==> src/rtl/watch_pkg.sv <==
// Shared watch encodings: modes, sequencer states, special keypad codes and the
// per-digit entry limit check used by the time-setting sequencer.
package watch_pkg;

  typedef enum logic [1:0] {
    MODE_WATCH     = 2'b00,
    MODE_ALARM     = 2'b01,
    MODE_STOPWATCH = 2'b10,
    MODE_SETTING   = 2'b11
  } mode_e;

  typedef enum logic [1:0] {
    ST_RUN    = 2'd0,
    ST_EDIT   = 2'd1,
    ST_COMMIT = 2'd2
  } state_e;

  localparam logic [3:0] KEY_CANCEL = 4'hA;
  localparam logic [3:0] KEY_BKSP   = 4'hB;
  localparam int         NUM_DIGITS = 6;

  // Step 1 bound depends on the already staged hour tens digit (20-23 vs 00-19).
  function automatic logic digit_ok(input logic [2:0] step, input logic [3:0] h_ten,
                                    input logic [3:0] digit);
    logic ok;
    case (step)
      3'd0:       ok = (digit <= 4'd2);
      3'd1:       ok = (h_ten == 4'd2) ? (digit <= 4'd3) : (digit <= 4'd9);
      3'd2, 3'd4: ok = (digit <= 4'd5);
      default:    ok = (digit <= 4'd9);
    endcase
    return ok;
  endfunction

endpackage

==> src/rtl/btn_debounce.sv <==
// Button conditioner: 2-flop synchroniser, stability debounce, registered rise pulse.
// Press pulse appears DEB_CYC+3 cycles after the raw rising edge.
module btn_debounce #(
  parameter int DEB_CYC = 20
) (
  input  logic clk,
  input  logic rst,
  input  logic btn,
  output logic press
);
  localparam int            CW       = $clog2(DEB_CYC + 1);
  localparam logic [CW-1:0] CNT_LAST = CW'(DEB_CYC - 1);

  logic          s0, s1, deb, deb_q;
  logic [CW-1:0] cnt;

  always_ff @(posedge clk) begin
    if (rst) begin
      s0    <= 1'b0;
      s1    <= 1'b0;
      deb   <= 1'b0;
      deb_q <= 1'b0;
      press <= 1'b0;
      cnt   <= '0;
    end else begin
      s0    <= btn;
      s1    <= s0;
      deb_q <= deb;
      press <= deb & ~deb_q;
      // cnt tracks how long the synced level has disagreed with the accepted level
      if (s1 == deb) begin
        cnt <= '0;
      end else if (cnt == CNT_LAST) begin
        deb <= s1;
        cnt <= '0;
      end else begin
        cnt <= cnt + CW'(1);
      end
    end
  end

endmodule

==> src/rtl/time_set_ctrl.sv <==
// Watch mode register and 6-digit keypad time-entry sequencer; emits a one-cycle
// load strobe with the validated BCD time.
module time_set_ctrl
  import watch_pkg::*;
#(
  parameter int DEB_CYC     = 20,
  parameter int TIMEOUT_CYC = 10000,
  parameter int BLINK_HALF  = 250
) (
  input  logic        clk,
  input  logic        rst,
  input  logic        mode_btn,
  input  logic        setting_btn,
  input  logic        key_valid,
  input  logic [3:0]  key_code,
  input  logic [23:0] cur_time,
  output logic [1:0]  mode,
  output logic        set_active,
  output logic [2:0]  edit_step,
  output logic [5:0]  blink_mask,
  output logic        load_en,
  output logic [23:0] load_time,
  output logic        key_err
);
  localparam int            TW      = $clog2(TIMEOUT_CYC);
  localparam int            BW      = $clog2(BLINK_HALF);
  localparam logic [TW-1:0] TO_LAST = TW'(TIMEOUT_CYC - 1);
  localparam logic [BW-1:0] BL_LAST = BW'(BLINK_HALF - 1);

  logic mode_press, set_press;

  btn_debounce #(.DEB_CYC(DEB_CYC)) u_mode_deb (
    .clk(clk), .rst(rst), .btn(mode_btn), .press(mode_press));
  btn_debounce #(.DEB_CYC(DEB_CYC)) u_set_deb (
    .clk(clk), .rst(rst), .btn(setting_btn), .press(set_press));

  state_e        state_q, state_n;
  mode_e         mode_q, mode_n;
  logic [23:0]   stg_q, stg_n, load_time_n;
  logic [TW-1:0] to_q, to_n;
  logic [BW-1:0] bcnt_q, bcnt_n;
  logic          ph_q, ph_n;
  logic [2:0]    step_n;
  logic [5:0]    blink_n;
  logic          set_act_n, load_en_n, key_err_n, abort, is_digit;

  assign mode = mode_q;

  always_comb begin
    state_n     = state_q;
    mode_n      = mode_q;
    step_n      = edit_step;
    stg_n       = stg_q;
    to_n        = '0;
    bcnt_n      = '0;
    ph_n        = 1'b1;
    load_en_n   = 1'b0;
    load_time_n = load_time;
    key_err_n   = 1'b0;
    abort       = 1'b0;
    is_digit    = (key_code <= 4'd9);
    case (state_q)
      ST_RUN: begin
        if (set_press) begin
          stg_n   = cur_time;
          step_n  = 3'd0;
          mode_n  = MODE_SETTING;
          state_n = ST_EDIT;
        end else if (mode_press) begin
          case (mode_q)
            MODE_WATCH: mode_n = MODE_ALARM;
            MODE_ALARM: mode_n = MODE_STOPWATCH;
            default:    mode_n = MODE_WATCH;
          endcase
        end
      end
      ST_EDIT: begin
        to_n = to_q + TW'(1);
        if (bcnt_q == BL_LAST) begin
          bcnt_n = '0;
          ph_n   = ~ph_q;
        end else begin
          bcnt_n = bcnt_q + BW'(1);
          ph_n   = ph_q;
        end
        // Priority: abort request, then a key (which also beats timeout expiry)
        if (set_press || (key_valid && key_code == KEY_CANCEL)) begin
          abort = 1'b1;
        end else if (key_valid && is_digit) begin
          to_n = '0;
          if (digit_ok(edit_step, stg_q[23:20], key_code)) begin
            for (int i = 0; i < NUM_DIGITS; i++)
              if (edit_step == 3'(i)) stg_n[(5-i)*4 +: 4] = key_code;
            bcnt_n = '0;
            ph_n   = 1'b1;
            if (edit_step == 3'd5) begin
              state_n = ST_COMMIT;
              step_n  = 3'd0;
            end else begin
              step_n = edit_step + 3'd1;
            end
          end else begin
            key_err_n = 1'b1;
          end
        end else if (key_valid && key_code == KEY_BKSP) begin
          to_n = '0;
          if (edit_step != 3'd0) step_n = edit_step - 3'd1;
        end else if (to_q == TO_LAST) begin
          abort = 1'b1;
        end
        if (abort) begin
          state_n = ST_RUN;
          mode_n  = MODE_WATCH;
          step_n  = 3'd0;
        end
      end
      ST_COMMIT: begin
        load_en_n   = 1'b1;
        load_time_n = stg_q;
        mode_n      = MODE_WATCH;
        state_n     = ST_RUN;
      end
      default: state_n = ST_RUN;
    endcase
    set_act_n = (state_n == ST_EDIT);
    blink_n   = '0;
    if (set_act_n)
      for (int i = 0; i < NUM_DIGITS; i++)
        if (step_n == 3'(i)) blink_n[5-i] = ph_n;
  end

  always_ff @(posedge clk) begin
    if (rst) begin
      state_q    <= ST_RUN;
      mode_q     <= MODE_WATCH;
      stg_q      <= '0;
      to_q       <= '0;
      bcnt_q     <= '0;
      ph_q       <= 1'b1;
      set_active <= 1'b0;
      edit_step  <= '0;
      blink_mask <= '0;
      load_en    <= 1'b0;
      load_time  <= '0;
      key_err    <= 1'b0;
    end else begin
      state_q    <= state_n;
      mode_q     <= mode_n;
      stg_q      <= stg_n;
      to_q       <= to_n;
      bcnt_q     <= bcnt_n;
      ph_q       <= ph_n;
      set_active <= set_act_n;
      edit_step  <= step_n;
      blink_mask <= blink_n;
      load_en    <= load_en_n;
      load_time  <= load_time_n;
      key_err    <= key_err_n;
    end
  end

endmodule
==> config.mk <==
export PLATFORM = sky130hd
export DESIGN_NAME = time_set_ctrl
export DESIGN_NICKNAME = d
export VERILOG_FILES = /design/src/rtl/watch_pkg.sv /design/src/rtl/btn_debounce.sv /design/src/rtl/time_set_ctrl.sv
export SDC_FILE = /design/constraint.sdc
export NUM_CORES = 1
export LEC_CHECK = 0
export ABC_AREA = 1
export BUFFER_PORTS_ARGS = -buffer_cell sky130_fd_sc_hd__buf_2
export CAP_MARGIN = 20
export CORE_MARGIN = 3
export CORE_UTILIZATION = 60
export DETAILED_ROUTE_END_ITERATION = 12
export PLACE_DENSITY = 0.82
export SYNTH_ARGS = -nofsm -noshare
export SYNTH_HDL_FRONTEND = slang
export SYNTH_SLANG_ARGS = --single-unit
==> constraint.sdc <==
create_clock -name clk -period 3.9 [get_ports clk]
set_input_delay 0.585 -clock clk [delete_from_list [all_inputs] [get_ports clk]]
set_output_delay 0.585 -clock clk [all_outputs]
set_load 0.05 [all_outputs]
# == After elaboration in Yosys (flattened, before gate mapping) ==
# Cells that the tools add are included.
# totals
register_bits,107
in_bits,33
out_inout_bits,38
elab_cells,182
# classes
addsub,6
order_cmp,4
n_eq_ne,35
mux,56
bitwise,16
reduce_logical,31
# op_table
cell,count
24-bit two-way mux,4
24-bit one-hot mux with 2 select lines,1
14-bit two-way mux,3
6-bit AND reduction,6
8-bit two-way mux,4
3-bit two-way mux,8
4-bit two-way mux,6
3-bit OR reduction,8
"2-bit != test, second input constant",10
2-bit two-way mux,9
1-bit two-way mux,16
"14-bit by 1-bit adder with 14-bit output, second input constant",1
"14-bit equality test, second input constant",1
1-bit inverter,14
"3-bit by 2-bit equality test with 1-bit output, second input constant",4
"3-bit equality test, second input constant",4
"5-bit by 1-bit adder with 5-bit output, second input constant",2
"5-bit equality test, second input constant",2
"8-bit by 1-bit adder with 8-bit output, second input constant",1
"4-bit equality test, second input constant",2
"8-bit equality test, second input constant",1
"4-bit by 2-bit less-or-equal comparator with 1-bit output, second input constant",2
2-bit one-hot mux with 2 select lines,2
"2-bit by 1-bit equality test with 1-bit output, second input constant",3
other kinds (24),34

# == Logic depth before layout (Yosys ltp) ==
# Gate-level depths: netlist of the first run.
# depth
word_depth,14
ltp_mapped,16
mapped_depth_nobuf,16

# == By module ==
# A second synthesis of the first run with hierarchy kept.
# hier_totals
hier_cells,638
hier_area_um2,4742.0
# modules_own_cells
module,instances,cells_per_inst,area_each_um2
time_set_ctrl,1,540,3961.3
btn_debounce,2,49,390.4

# == Least setup slack after synthesis of the first run ==
# OpenSTA, ideal clock, no wires.
# synth_timing
kind,flip-flop to flip-flop
startpoint,register edit_step[0]
endpoint,register blink_mask[2]
t_arrival_ns,2.158
slack_ns,1.627
stages_incl_launch_ff,13
path_buffers,0
period_less_slack_ns,2.273
path_cell_list,dfxtp_1 > inv_1 > ha_1 > nor2_1 > nand2_1 > nand3_1 > nand2_4 > nand2_2 > nand2_4 > nor2_1 > nor2_1 > nand2_1 > nor2_1
# synth_between
elab_chain_len,14
elab_cells_between_ends,37
cone_classes,add/sub: 2; eq/ne: 6; mux: 23; bitwise: 2; reduce/logical: 4
# synth_lines
element,line_no,text
from (decl),time_set_ctrl.sv:19,"output logic [2:0] edit_step,"
from (signal assigned),time_set_ctrl.sv:154,edit_step <= step_n;
3-bit by 2-bit equality test with 1-bit output or 3-bit equality test (tied branches),watch_pkg.sv:26,case (step)
2-bit OR reduction,watch_pkg.sv:26,
1-bit one-hot mux with 3 select lines,watch_pkg.sv:26,
1-bit two-way mux,time_set_ctrl.sv:89,end else if (key_valid && is_digit) begin
1-bit two-way mux,time_set_ctrl.sv:87,if (set_press || (key_valid && key_code == KEY_CANCEL)) begin
1-bit two-way mux,time_set_ctrl.sv:62,case (state_q)
3-bit two-way mux or 2-bit two-way mux (tied branches),time_set_ctrl.sv:91,"if (digit_ok(edit_step, stg_q[23:20], key_code)) begin"
3-bit two-way mux or 2-bit two-way mux (tied branches),time_set_ctrl.sv:89,
3-bit two-way mux or 2-bit two-way mux (tied branches),time_set_ctrl.sv:87,
3-bit two-way mux or 2-bit two-way mux (tied branches),time_set_ctrl.sv:111,if (abort) begin
3-bit one-hot mux with 2 select lines or 2-bit one-hot mux with 2 select lines (tied branches),time_set_ctrl.sv:62,
3-bit by 2-bit equality test with 1-bit output or 2-bit by 1-bit equality test with 1-bit output (tied branches),"time_set_ctrl.sv:129, time_set_ctrl.sv:125",
1-bit inverter (no line),--,
3-bit OR reduction (no line),--,
to (signal assigned),time_set_ctrl.sv:155,blink_mask <= blink_n;
to (decl),time_set_ctrl.sv:20,"output logic [5:0] blink_mask,"
# Several ways; a longest one is shown, not always the timed one. The select of a mux whose other input is x is not followed.
# A chain may end at the register's enable or synchronous reset.

# == Final worst setup path of the first run ==
# layout_timing
startpoint,register state_q[1]
endpoint,register blink_mask[5]
# layout_between
elab_chain_len,9
elab_cells_between_ends,16
cone_classes,eq/ne: 2; mux: 9; bitwise: 2; reduce/logical: 3
# layout_lines
element,line_no,text
from (decl),time_set_ctrl.sv:37,"state_e state_q, state_n;"
from (signal assigned),time_set_ctrl.sv:147,state_q <= state_n;
2-bit two-way mux,time_set_ctrl.sv:96,if (edit_step == 3'd5) begin
2-bit two-way mux,time_set_ctrl.sv:91,
2-bit two-way mux,time_set_ctrl.sv:89,
2-bit two-way mux,time_set_ctrl.sv:87,
2-bit two-way mux,time_set_ctrl.sv:111,
2-bit one-hot mux with 2 select lines,time_set_ctrl.sv:62,
2-bit by 1-bit equality test with 1-bit output,time_set_ctrl.sv:125,set_act_n = (state_n == ST_EDIT);
1-bit inverter (no line),--,
3-bit OR reduction (no line),--,
# Several ways; a longest one is shown, not always the timed one.

==> qor.csv, run 1 <==
metric,value,unit
max_clock_freq,372,MHz
arrival,3.00,ns
antennaDiodeCount,0,
power.internal,1.43,mW
min_path_type,flip-flop to flip-flop,
cts_setup_buffers,0,
synthTopCellsByArea,"dfxtp_1 (45%), nand2_1 (9.5%), nor2_1 (7.6%)",
fin_util,72.5,%
die_w,94.9,um
placed_cell_area,5170,um^2
rsz0062_at_grt,false,
period_needed,2.69,ns
synth_fa_ha_area_share,3.96,%
cts.sinks,107,
std_cell_rows,31,
cts_root_buffer,clkbuf_8,
muxShareOfSynthArea,0,%
p_leak,2.45,nW
ys.flop_type,dfxtp_1,
grt_antenna_before_repair,0,
synth_top_cell_by_area,dfxtp_1,
register_area,2140,um^2
dpl.hpwl,7.64,mm
yosys.cell_count.top_type,nand2_1,
clockPowerShare,37.1,%
cp-end-kind,flip-flop,
io_pins,71,
vias,4313,
clk_latency,0.37,ns
tritoncts,built,
cts_buffers,9,
status,"finished, final reports clean",
track_usage,24.1,%
wl,10.4,mm
synth_top_family_by_area,simple AND/OR/NAND/NOR gates,
p_comb_share,3.6,%
drive_gt1_share,16.4,%
pwr-share-seq,59.2,%
ir_drop,0.000221,V
yosys.area.top_type_share,45.2,%
grt_pass1_vias,3990,
final_cells,819,
fin_setup_tns,0,ns
wire_per_inst,12.7,um
drc,0,
synth-compound-area-share,13.2,%
clkTransAtPathRegs,0.10,ns
cts-resized-gates,0,
synth_commonest_cells,"nand2_1 (120), dfxtp_1 (107), nor2_1 (96)",
cts_htree_levels,3,
finalHoldViolCount,0,
dr.first_iter.drc_count,258,
n_fill_cell,638,
yosysWarnings,0,
via_per_inst,5.27,
placedCellCount,802,
hold_buffers,0,
clock_path_buffers,2,
maxSlewViolCount,0,
synthCells,646,
setup_viol,0,
setup_slack,1.21,ns
routabilityCongestion,0.912,
die-area,9000,um^2
cap_viol_max_count,0,
synth_area,4740,um^2
multi_input_area,2190,um^2
start_util,63.6,%
finalInstanceArea,5400,um^2
synthDistinctLibCells,35,
die_h,94.9,um
tightest_slew,1.06,ns
maxSlewHeadroom,29.0,%
crit_type,flip-flop to flip-flop,
async_reset_ff_share,0,%
post-route-period-util,69.0,%
synth-xor-area-share,2.96,%
grt_max_degree,43,
synth_edf_count,0,
synth-seq-area-share,45.2,%
avgSynthCellArea,7.33,um^2
ant_nets,0,
crit_required,4.21,ns
syn2layout_area_growth,14.0,%
numPortBuffers,70,
dp_slack,1.26,ns
startpoint_type,flip-flop,
grt_pass1_wl,17.3,mm
overflow,0,
switchingPower,422,uW
fin_worst_skew,0.0153,ns
p_per_area,342,nW/um^2
core_area,7450,um^2
switching_share,22.8,%
synthSimpleGateAreaFrac,26.1,%
nNetsFinal,763,
critPathMaxFanout,32,
synth-seq-cells,107,
syn-num-nets,694,
drtPass1Iterations,5,
## placed cells by master (no fill, tap or decap), types with 2 or more instances in the layout
cell type	instances
a21oi_1	70
a21oi_2	4
a31oi_1	2
buf_2	70
buf_4	4
clkbuf_8	9
dfxtp_1	107
ha_1	15
inv_1	84
inv_2	4
inv_6	4
nand2_1	120
nand2_2	4
nand2_4	2
nand3_1	33
nand4_1	4
nor2_1	96
nor2_2	4
nor2_4	3
nor3_1	10
nor3b_1	4
o21ai_0	33
o21ai_2	3
xnor2_1	7
xor2_1	9
## path summary, 6_finish.rpt
check                                 startpoint                to  slack (ns)  cells after the start
worst max-delay path                  state_q[1]     blink_mask[5]        1.21                     11
worst min-delay path            u_mode_deb.deb_q  u_mode_deb.press        0.40                      1
worst max register to register        state_q[1]     blink_mask[5]        1.21                     11
worst min register to register  u_mode_deb.deb_q  u_mode_deb.press        0.40                      1
## stage by stage
step / hold slack (ns) / total power [mW]
2_1_floorplan: 0.373 / 1.16
3_3_place_gp: 0.377 / 1.19
3_5_place_dp: 0.385 / 1.19
4_1_cts: 0.399 / 1.86
5_1_grt: 0.404 / 1.91
6_report: 0.397 / 1.85
## metal layers
layer  up-vias  share of wire [%]  global-route usage (%)
li1       2180                  -                       -
met2       176                 47                    39.5
met1      1928                 43                    30.7
met3        29                7.1                    4.22
met4         0                2.8                    11.4
met5         -                  0                       0
## state kept, by name (all words and copies together), names as in the netlist, 3 cells and up
register and cells:
blink_mask 6, to_q 14, edit_step 3, stg_q 24, bcnt_q 8, load_time 24
u_mode_deb.cnt 5, u_set_deb.cnt 5
## final cells by class
| type | instances | share of cell area [%] |
|---|---|---|
| clock inverters | 6 | 1.34 |
| multi-input cells | 433 | 40.5 |
| well taps | 99 | 2.29 |
| flip-flops and latches | 107 | 39.7 |
| clock buffers | 10 | 2.36 |
| inverters | 89 | 6.28 |
| repair buffers | 75 | 7.51 |
## kinds of logic (layout without fill, tap and decap cells)
group,count (synthesis),count (layout)
simple gates,285,285
xor+xnor,16,16
flops,107,107
buf+inv,106,180
compound gates,117,117
fa+ha+maj,15,15
## power by group through the flow
stage	Combinational (mW)	Sequential [mW]	Clock, mW
floorplan	0.0378	1.12	0
global placement	0.0653	1.12	0
detailed placement	0.0660	1.12	0
CTS	0.0664	1.10	0.699
global route	0.0745	1.10	0.738
finish	0.0672	1.10	0.687
## worst max-delay path, cell delays in order (launching register included)
cell	delay, ns
dfxtp_1	0.38
inv_1	0.10
ha_1	0.34
inv_1	0.76
nor2_1	0.11
nand2_1	0.24
o21ai_0	0.15
nand2_1	0.13
nand2_1	0.07
nor2_2	0.11
nand2_1	0.12
nor2_1	0.10
No activity file was read; power rests on OpenSTA's default activity.
==> run 2: changes to the inputs <==
CORE_UTILIZATION = 51   (was 60)
PLACE_DENSITY = 0.74   (was 0.82)
clock period = 2.3 ns   (was 3.9 ns; I/O delays follow)
==> qor.csv, run 2 (synthesized netlist as in run 1, its figures left out) <==
metric,value,unit
status,"finished, final reports clean",
overflow,0,
drc,0,
dr.first_iter.drc_count,268,
tightest_slew,0.391,ns
syn2layout_area_growth,13.9,%
hold_ws,0.171,ns
fin_setup_tns,0,ns
most-common-layout-cells,"nand2_1 (120), dfxtp_1 (106), nor2_1 (96), inv_1 (84), buf_2 (70)",
drtPass1Iterations,4,
drive_gt1_share,17.0,%
pwr-share-seq,61.6,%
m1WireLength,4.75,mm
via_per_inst,4.99,
power.internal,2.30,mW
die_h,102,um
nNetsFinal,766,
start_util,53.3,%
cts_root_buffer,clkbuf_8,
critPathMaxFanout,7,
final_common_cell,nand2_1,
die_w,102,um
crit_required,2.57,ns
numPortBuffers,70,
crit_type,flip-flop to flip-flop,
routabilityCongestion,0.920,
switching_share,23.6,%
clk_latency,0.37,ns
hold_buffers,0,
p_leak,2.45,nW
switchingPower,710,uW
tritoncts,built,
min_path_type,input pin to flip-flop,
finalHoldViolCount,0,
wl,10.0,mm
antennaDiodeCount,0,
cts_htree_levels,3,
cp-end-kind,flip-flop,
startpoint_type,flip-flop,
ir_drop,0.000347,V
vias,4142,
maxSlewViolCount,0,
core_area,8890,um^2
maxSlewHeadroom,73.9,%
fin_util,60.7,%
std_cell_rows,34,
largestRegisters,"load_time: 24 flops, stg_q: 24 flops, to_q: 14 flops",
die-area,10500,um^2
io_pins,71,
ant_nets,0,
wl_met3,582,um
fin_worst_skew,0.0102,ns
clockPowerShare,34.6,%
grt_pass1_wl,16.9,mm
cts_buffers,9,
p_per_area,559,nW/um^2
clkTransAtPathRegs,0.10,ns
cts.sinks,107,
routed-wl-met2,4.57,mm
total_power,3.01,mW
max_clock_freq,496,MHz
setup_viol,0,
top_layer,met4,
p_comb_share,3.8,%
track_usage,20.1,%
post-route-period-util,87.7,%
period_needed,2.02,ns
arrival,2.29,ns
cap_viol_max_count,0,
wire_per_inst,12.1,um
dpl.hpwl,7.60,mm
grt_max_degree,46,
grt_pass1_vias,3849,
rsz0062_at_grt,false,
clock_path_buffers,2,
grt_antenna_before_repair,0,
## run 2: layer usage
layer,GRT usage [%],up-vias
li1,-,2190
met5,0,-
met1,26.6,1845
met2,33.0,99
met4,7.16,0
met3,3.82,8
## run 2: final timing paths
path                                  startpoint               end  slack (ns)  cells after the start
worst max-delay path                edit_step[1]         stg_q[20]        0.28                     14
worst min-delay path                    mode_btn     u_mode_deb.s0        0.17                      3
worst max register to register      edit_step[1]         stg_q[20]        0.28                     14
worst min register to register  u_mode_deb.deb_q  u_mode_deb.press        0.40                      1
## run 2: power by group through the flow
stage	Sequential, mW	Combinational (mW)	Clock [mW]
after global routing	1.86	0.128	1.16
after global placement	1.90	0.114	0
final	1.86	0.114	1.04
after CTS	1.86	0.114	1.07
after floorplan	1.90	0.0642	0
after detailed placement	1.90	0.113	0
## run 2: area by class of cell
class                   count  area, um^2
repair buffers             78         410
multi-input cells         433        2190
clock buffers               9         124
fillers                   832        3500
clock inverters             6        50.0
inverters                  89         339
well taps                 108         135
flip-flops and latches    107        2140
## run 2: critical path, cell delays in order (launching register included)
cell and delay [ns]:
dfxtp_2 0.42, inv_1 0.10, ha_1 0.26, nand2_2 0.13, nand3_1 0.08, nand2_1 0.09
nand2_2 0.09, nand2_4 0.10, nand2_2 0.08, nand2_4 0.10, nand2_8 0.09, a21oi_2 0.20
nand2_1 0.09, nand2_1 0.06, nor2_1 0.04
## run 2: what timing repair did
item	CTS	global route
endpoints found under the hold margin	0	0
endpoints found under the setup margin	0	18
gates resized for setup	0	2
setup buffers	0	0
## run 2: through the flow
step	instance area, um^2	worst slack [ns]	instances
2_1_floorplan	4740	0.0274	646
3_3_place_gp	5220	0.176	815
3_5_place_dp	5220	0.133	815
4_1_cts	5390	0.0902	830
5_1_grt	5400	0.00346	830
6_report	5400	0.284	830
